$ cat config.mk
export PLATFORM = sky130hd
export DESIGN_NAME = iram_icb_arb_flat
export DESIGN_NICKNAME = d
export VERILOG_FILES = /design/src/rtl/iram_icb_arb_if.sv /design/src/rtl/iram_icb_arb.sv /design/src/flat_wrapper.sv
export SDC_FILE = /design/constraint.sdc
export NUM_CORES = 1
export LEC_CHECK = 0
export ABC_AREA = 1
export BUFFER_PORTS_ARGS = -buffer_cell sky130_fd_sc_hd__buf_2
export CAP_MARGIN = 25
export CORE_AREA = 2 2 124 126
export DETAILED_ROUTE_END_ITERATION = 8
export DIE_AREA = 0 0 126 128
export PLACE_DENSITY_LB_ADDON = 0.1
export SLEW_MARGIN = 20
export SYNTH_ARGS = -nofsm -noshare
export SYNTH_HDL_FRONTEND = slang
export SYNTH_SLANG_ARGS = --single-unit
export TNS_END_PERCENT = 50
$ cat constraint.sdc
create_clock -name clk -period 3.6 [get_ports clk]
set_clock_uncertainty 0.1 [all_clocks]
set_input_delay 0.72 -clock clk [delete_from_list [all_inputs] [get_ports clk]]
set_output_delay 0.72 -clock clk [all_outputs]
set_load 0.01 [all_outputs]
$ cat src/rtl/iram_icb_arb_if.sv
// iram_icb_arb_if: one ICB port, command and response channels.
// master drives commands and takes responses; slave does the reverse.
interface iram_icb_arb_if;
  logic        cmd_valid;
  logic        cmd_ready;
  logic [31:0] cmd_addr;
  logic        cmd_read;
  logic [31:0] cmd_wdata;
  logic [3:0]  cmd_wmask;
  logic        rsp_valid;
  logic        rsp_ready;
  logic        rsp_err;
  logic [31:0] rsp_rdata;
  modport master (
    output cmd_valid, cmd_addr, cmd_read, cmd_wdata, cmd_wmask, rsp_ready,
    input  cmd_ready, rsp_valid, rsp_err, rsp_rdata
  );
  modport slave (
    input  cmd_valid, cmd_addr, cmd_read, cmd_wdata, cmd_wmask, rsp_ready,
    output cmd_ready, rsp_valid, rsp_err, rsp_rdata
  );
endinterface

$ cat src/rtl/iram_icb_arb.sv
// iram_icb_arb: round-robin 2:1 ICB arbiter in front of the iram.
// One transaction in flight; the arbiter answers writes itself and times out silent reads.
module iram_icb_arb #(
  parameter int IRAM_DEPTH = 4096,
  parameter int TIMEOUT    = 16
) (
  input  logic          clk,
  input  logic          rst,
  iram_icb_arb_if.slave  m0_icb,
  iram_icb_arb_if.slave  m1_icb,
  iram_icb_arb_if.master s_icb,
  output logic          arb_busy
);
  localparam int CW = $clog2(TIMEOUT + 1);
  localparam logic [CW-1:0] TO_C = CW'(TIMEOUT);
  typedef enum logic [1:0] {IDLE, RD_WAIT, WR_RSP, TO_ERR} state_e;
  state_e        state_q;
  logic          gnt_q, rr_last_q, out_err_q;
  logic [CW-1:0] cnt_q, cnt_d;
  logic          idle, win, cmd_hs, g_rsp_ready, rsp_v, rsp_e;
  logic [31:0]   rsp_d;
  always_comb begin
    idle = state_q == IDLE;
    win = (m0_icb.cmd_valid && m1_icb.cmd_valid) ? ~rr_last_q : m1_icb.cmd_valid;
    s_icb.cmd_valid = idle && !rst && (win ? m1_icb.cmd_valid : m0_icb.cmd_valid);
    s_icb.cmd_addr  = win ? m1_icb.cmd_addr  : m0_icb.cmd_addr;
    s_icb.cmd_read  = win ? m1_icb.cmd_read  : m0_icb.cmd_read;
    s_icb.cmd_wdata = win ? m1_icb.cmd_wdata : m0_icb.cmd_wdata;
    s_icb.cmd_wmask = win ? m1_icb.cmd_wmask : m0_icb.cmd_wmask;
    m0_icb.cmd_ready = idle && !rst && !win && s_icb.cmd_ready;
    m1_icb.cmd_ready = idle && !rst && win && s_icb.cmd_ready;
    cmd_hs = s_icb.cmd_valid && s_icb.cmd_ready;
    g_rsp_ready = gnt_q ? m1_icb.rsp_ready : m0_icb.rsp_ready;
    // reads pass the iram response through; writes and timeouts are answered locally
    rsp_v = state_q == RD_WAIT ? s_icb.rsp_valid : !idle;
    rsp_e = state_q == RD_WAIT ? s_icb.rsp_err
          : (state_q == TO_ERR) || (state_q == WR_RSP && out_err_q);
    rsp_d = state_q == RD_WAIT ? s_icb.rsp_rdata : 32'h0;
    s_icb.rsp_ready = state_q == RD_WAIT ? g_rsp_ready : 1'b1;
    m0_icb.rsp_valid = rsp_v && !gnt_q;
    m0_icb.rsp_err   = rsp_e && !gnt_q;
    m0_icb.rsp_rdata = gnt_q ? 32'h0 : rsp_d;
    m1_icb.rsp_valid = rsp_v && gnt_q;
    m1_icb.rsp_err   = rsp_e && gnt_q;
    m1_icb.rsp_rdata = gnt_q ? rsp_d : 32'h0;
    cnt_d = cnt_q == TO_C ? cnt_q : cnt_q + 1'b1;
    arb_busy = !idle;
  end
  always_ff @(posedge clk or posedge rst)
    if (rst) begin
      state_q   <= IDLE;
      rr_last_q <= 1'b1;
      gnt_q     <= 1'b0;
      cnt_q     <= '0;
      out_err_q <= 1'b0;
    end else
      case (state_q)
        IDLE: if (cmd_hs) begin
          gnt_q     <= win;
          out_err_q <= {2'b00, s_icb.cmd_addr[31:2]} >= 32'(IRAM_DEPTH);
          cnt_q     <= '0;
          state_q   <= s_icb.cmd_read ? RD_WAIT : WR_RSP;
        end
        RD_WAIT: if (s_icb.rsp_valid) begin
          if (g_rsp_ready) begin
            state_q   <= IDLE;
            rr_last_q <= gnt_q;
          end
        end else begin
          cnt_q <= cnt_d;
          if (cnt_d == TO_C) state_q <= TO_ERR;
        end
        default: if (g_rsp_ready) begin
          state_q   <= IDLE;
          rr_last_q <= gnt_q;
        end
      endcase
endmodule

$ cat src/flat_wrapper.sv
// flat-port wrapper written by rule: the top's interface ports become plain ports
module iram_icb_arb_flat 
#(
  parameter int IRAM_DEPTH = 4096,
  parameter int TIMEOUT    = 16
)
  (clk, rst, arb_busy, m0_icb_cmd_valid, m0_icb_cmd_addr, m0_icb_cmd_read, m0_icb_cmd_wdata, m0_icb_cmd_wmask, m0_icb_rsp_ready, m0_icb_cmd_ready, m0_icb_rsp_valid, m0_icb_rsp_err, m0_icb_rsp_rdata, m1_icb_cmd_valid, m1_icb_cmd_addr, m1_icb_cmd_read, m1_icb_cmd_wdata, m1_icb_cmd_wmask, m1_icb_rsp_ready, m1_icb_cmd_ready, m1_icb_rsp_valid, m1_icb_rsp_err, m1_icb_rsp_rdata, s_icb_cmd_valid, s_icb_cmd_addr, s_icb_cmd_read, s_icb_cmd_wdata, s_icb_cmd_wmask, s_icb_rsp_ready, s_icb_cmd_ready, s_icb_rsp_valid, s_icb_rsp_err, s_icb_rsp_rdata);
  iram_icb_arb_if m0_icb_i ();
  iram_icb_arb_if m1_icb_i ();
  iram_icb_arb_if s_icb_i ();
  input  logic clk;
  input  logic rst;
  output logic arb_busy;
  input wire logic [$bits(m0_icb_i.cmd_valid)-1:0] m0_icb_cmd_valid;
  input wire logic [$bits(m0_icb_i.cmd_addr)-1:0] m0_icb_cmd_addr;
  input wire logic [$bits(m0_icb_i.cmd_read)-1:0] m0_icb_cmd_read;
  input wire logic [$bits(m0_icb_i.cmd_wdata)-1:0] m0_icb_cmd_wdata;
  input wire logic [$bits(m0_icb_i.cmd_wmask)-1:0] m0_icb_cmd_wmask;
  input wire logic [$bits(m0_icb_i.rsp_ready)-1:0] m0_icb_rsp_ready;
  output wire logic [$bits(m0_icb_i.cmd_ready)-1:0] m0_icb_cmd_ready;
  output wire logic [$bits(m0_icb_i.rsp_valid)-1:0] m0_icb_rsp_valid;
  output wire logic [$bits(m0_icb_i.rsp_err)-1:0] m0_icb_rsp_err;
  output wire logic [$bits(m0_icb_i.rsp_rdata)-1:0] m0_icb_rsp_rdata;
  input wire logic [$bits(m1_icb_i.cmd_valid)-1:0] m1_icb_cmd_valid;
  input wire logic [$bits(m1_icb_i.cmd_addr)-1:0] m1_icb_cmd_addr;
  input wire logic [$bits(m1_icb_i.cmd_read)-1:0] m1_icb_cmd_read;
  input wire logic [$bits(m1_icb_i.cmd_wdata)-1:0] m1_icb_cmd_wdata;
  input wire logic [$bits(m1_icb_i.cmd_wmask)-1:0] m1_icb_cmd_wmask;
  input wire logic [$bits(m1_icb_i.rsp_ready)-1:0] m1_icb_rsp_ready;
  output wire logic [$bits(m1_icb_i.cmd_ready)-1:0] m1_icb_cmd_ready;
  output wire logic [$bits(m1_icb_i.rsp_valid)-1:0] m1_icb_rsp_valid;
  output wire logic [$bits(m1_icb_i.rsp_err)-1:0] m1_icb_rsp_err;
  output wire logic [$bits(m1_icb_i.rsp_rdata)-1:0] m1_icb_rsp_rdata;
  output wire logic [$bits(s_icb_i.cmd_valid)-1:0] s_icb_cmd_valid;
  output wire logic [$bits(s_icb_i.cmd_addr)-1:0] s_icb_cmd_addr;
  output wire logic [$bits(s_icb_i.cmd_read)-1:0] s_icb_cmd_read;
  output wire logic [$bits(s_icb_i.cmd_wdata)-1:0] s_icb_cmd_wdata;
  output wire logic [$bits(s_icb_i.cmd_wmask)-1:0] s_icb_cmd_wmask;
  output wire logic [$bits(s_icb_i.rsp_ready)-1:0] s_icb_rsp_ready;
  input wire logic [$bits(s_icb_i.cmd_ready)-1:0] s_icb_cmd_ready;
  input wire logic [$bits(s_icb_i.rsp_valid)-1:0] s_icb_rsp_valid;
  input wire logic [$bits(s_icb_i.rsp_err)-1:0] s_icb_rsp_err;
  input wire logic [$bits(s_icb_i.rsp_rdata)-1:0] s_icb_rsp_rdata;
  assign m0_icb_i.cmd_valid = m0_icb_cmd_valid;
  assign m0_icb_i.cmd_addr = m0_icb_cmd_addr;
  assign m0_icb_i.cmd_read = m0_icb_cmd_read;
  assign m0_icb_i.cmd_wdata = m0_icb_cmd_wdata;
  assign m0_icb_i.cmd_wmask = m0_icb_cmd_wmask;
  assign m0_icb_i.rsp_ready = m0_icb_rsp_ready;
  assign m0_icb_cmd_ready = m0_icb_i.cmd_ready;
  assign m0_icb_rsp_valid = m0_icb_i.rsp_valid;
  assign m0_icb_rsp_err = m0_icb_i.rsp_err;
  assign m0_icb_rsp_rdata = m0_icb_i.rsp_rdata;
  assign m1_icb_i.cmd_valid = m1_icb_cmd_valid;
  assign m1_icb_i.cmd_addr = m1_icb_cmd_addr;
  assign m1_icb_i.cmd_read = m1_icb_cmd_read;
  assign m1_icb_i.cmd_wdata = m1_icb_cmd_wdata;
  assign m1_icb_i.cmd_wmask = m1_icb_cmd_wmask;
  assign m1_icb_i.rsp_ready = m1_icb_rsp_ready;
  assign m1_icb_cmd_ready = m1_icb_i.cmd_ready;
  assign m1_icb_rsp_valid = m1_icb_i.rsp_valid;
  assign m1_icb_rsp_err = m1_icb_i.rsp_err;
  assign m1_icb_rsp_rdata = m1_icb_i.rsp_rdata;
  assign s_icb_cmd_valid = s_icb_i.cmd_valid;
  assign s_icb_cmd_addr = s_icb_i.cmd_addr;
  assign s_icb_cmd_read = s_icb_i.cmd_read;
  assign s_icb_cmd_wdata = s_icb_i.cmd_wdata;
  assign s_icb_cmd_wmask = s_icb_i.cmd_wmask;
  assign s_icb_rsp_ready = s_icb_i.rsp_ready;
  assign s_icb_i.cmd_ready = s_icb_cmd_ready;
  assign s_icb_i.rsp_valid = s_icb_rsp_valid;
  assign s_icb_i.rsp_err = s_icb_rsp_err;
  assign s_icb_i.rsp_rdata = s_icb_rsp_rdata;
  iram_icb_arb #(.IRAM_DEPTH(IRAM_DEPTH), .TIMEOUT(TIMEOUT)) u_core (.clk(clk), .rst(rst), .m0_icb(m0_icb_i), .m1_icb(m1_icb_i), .s_icb(s_icb_i), .arb_busy(arb_busy));
endmodule
==> flow_metrics.py <==
metrics = {
    "routing": {
        "routed_wl_mm": 13.04,
        "vias_per_cell": 4.035,
        "wire_per_inst_um": 13.43,
        "wl_met3_mm": 1.270,
        "dr.pass1.iters": 4,
        "wl_met1_mm": 5.306,
        "vias": 3918,
        "drtIter0Drc": 153,
        "antenna_left": 0,
        "drc": 0,
        "met2_length_mm": 6.341,
        "topRoutingLayerUsed": "met5",
    },
    "cts": {
        "clk_latency_ps": 240,
        "cts_tree": "yes",
        "cts.sinks": 10,
        "cts_made_buffers": 3,
        "root_buffer": "clkbuf_16",
        "clk_pin_slew_ps": 40,
        "cts_setup_buffers": 0,
        "cts_buffer_depth": 2,
        "htree_levels": 1,
        "postCtsResizedCells": 0,
        "hold_buffers": 0,
    },
    "global_routing": {
        "antenna_found_initial": 6,
        "first_global_vias": 3603,
        "grt_pass1_wl_mm": 18.93,
        "grt_max_degree": 46,
        "track_usage_pct": 14.60,
        "overflow": 0,
    },
    "critical_path": {
        "critical_path_class": "in -> out",
        "cpPeakStageDelay_ps": 350,
        "cp_data_required_time_ps": 2780,
        "path_cells": "buf_2 > nand2_1 > nand2_4 > inv_2 > buf_4 > nand2_1 > nand2_1 > buf_2",
        "critical_path.slowest_cell": "inv_2",
        "cp_max_fo": 22,
        "critPathCaptureType": "output pin",
        "crit_top_cell": "nand2_1",
        "worstPathArrival_ps": 2300,
        "startpoint_type": "input port",
    },
    "placement": {
        "dp_worst_setup_slack_ps": 451.9,
        "numPlacedInstances": 963,
        "gp_congestion": 0.8592,
        "hpwl_mm": 11.36,
        "io_buffer_count": 320,
    },
    "floorplan": {
        "row_count": 45,
        "dieWidth_um": 126,
        "die_y_um": 128,
        "coreArea_um2": 14860,
        "pin_count": 321,
        "die_area_um2": 16130,
        "initial_core_util_pct": 15.30,
    },
    "yosys": {
        "netlist.area_leader.share_pct": 35.31,
        "yosysSeqAreaShare_pct": 11.06,
        "netlist_area_um2": 2275,
        "synth_nets": 656,
        "ys_top_cells_by_area": "nand2_1 (35%), nor3_1 (14%), inv_1 (13%)",
        "ys.warnings.count": 0,
        "netlist_instances": 475,
        "synth_largest_area_cell": "nand2_1",
        "synth_cell_types": 28,
        "avgSynthCellArea_um2": 4.789,
        "ys_ff_latch": 10,
    },
    "power": {
        "ir_worst_vdd_uv": 155.2,
        "leakagePower_nw": 2.802,
        "power_frac_comb_pct": 75.8,
        "p_per_area_nw_per_um2": 415.3,
        "seqPwrFrac_pct": 11.1,
        "switching_power_mw": 0.9355,
        "p_int_mw": 0.7790,
        "swShare_pct": 54.56,
        "power_frac_clock_pct": 13.1,
    },
    "run": {
        "max-cap-violations": 0,
    },
    "sta": {
        "rsz0062_at_grt": "false",
        "fin_tns_setup_ps": 0,
        "hold_slack_ps": 294.1,
        "tightest_slew_ps": 698.6,
        "max_freq_mhz": 320.4,
        "period_share_pct": 86.70,
        "final_max_slew_viol_count": 0,
        "finalHoldViolations": 0,
        "fin_crit_ps": 3121,
        "worst_slack_ps": 478.9,
        "relSlewSlack_pct": 53.36,
        "setup_viol": 0,
    },
    "finish": {
        "drive_gt1_share_pct": 44.54,
        "final_common_cell": "buf_2",
        "fin_nets": 961,
        "multi_input_area_um2": 1564,
        "seqCellArea_um2": 251.5,
        "nFillCells": 1737,
        "finalNonFillerCells": 971,
        "layout_common_cells": "buf_2 (320), nand2_1 (214), inv_1 (78)",
        "layout-area-overhead-vs-synth_pct": 81.52,
    },
    "min_path": {
        "min_path_type": "in -> async",
    },
    "status": {
        "status": "completed",
    },
}
## stage by stage
stage	utilization (%)	instance area [um2]	power (mW)
after floorplan	-	2275	0.9964
after detailed placement	27.11	4030	1.508
after CTS	27.71	4119	1.738
final	27.78	4129	1.715
after global routing	27.71	4119	1.889
after global placement	27.11	4030	1.514
## state kept, by name, indices dropped and copies added, names as in the netlist
signal and flops:
u_core.gnt_q 1, u_core.rr_last_q 1, u_core.cnt_q 5, u_core.state_q 2, u_core.out_err_q 1
## final timing paths
check                                 start                  to  slack, ps  cells after the start
min in group clk           u_core.rr_last_q    u_core.rr_last_q        420                      2
setup / recovery           m0_icb_cmd_valid  s_icb_cmd_wdata[1]        480                      8
setup reg to reg           u_core.rr_last_q    u_core.out_err_q       1290                     10
max in group asynchronous               rst    u_core.rr_last_q       2620                      3
hold / removal                          rst    u_core.out_err_q        290                      2
hold reg to reg            u_core.rr_last_q    u_core.rr_last_q        420                      2
## power by group through the flow
stage	logic, mW	registers, mW	clock network (mW)
detailed placement	1.32	0.192	0
global route	1.46	0.197	0.235
finish	1.30	0.190	0.225
CTS	1.32	0.191	0.226
global placement	1.32	0.193	0
floorplan	0.816	0.181	0
## kinds of logic after synthesis
group	after synthesis	synth area share, %
AO/OA/AOI/OAI	21	5.335
buffers and inverters	112	20.19
AND/OR/NAND/NOR	330	62.32
adder cells (fa/ha/maj)	2	1.100
flip-flops	10	11.06
## per-layer routing
layer,up-vias,GRT usage [%]
li1,2053,-
met1,1669,17.53
met2,182,26.03
met3,10,4.674
met4,4,2.198
met5,-,0
## layout make-up
cell class	count	share of cell area, %
Inverter	84	7.697
Multi-Input combinational cell	353	37.88
Tap cell	188	5.697
Clock buffer	4	2.152
Antenna cell	4	0.2424
Sequential cell	10	6.091
Timing Repair Buffer	328	40.24
## cells in the mapped netlist, drive strengths merged
master / n
nand3b: 9
ha: 2
a21oi: 4
inv: 84
nand4: 2
dfrtp: 9
a32o: 1
clkbuf: 11
nor2: 29
dfstp: 1
o21ai: 12
nand3: 10
buf: 17
o21bai: 2
nand2: 216
o22ai: 2
nor3: 64
## critical path: cells and delay by family
| kind | cells | cell delay [ps] |
|---|---|---|
| simple gates | 4 | 680 |
| buf+inv | 4 | 870 |
No activity file was read; power rests on OpenSTA's default activity.
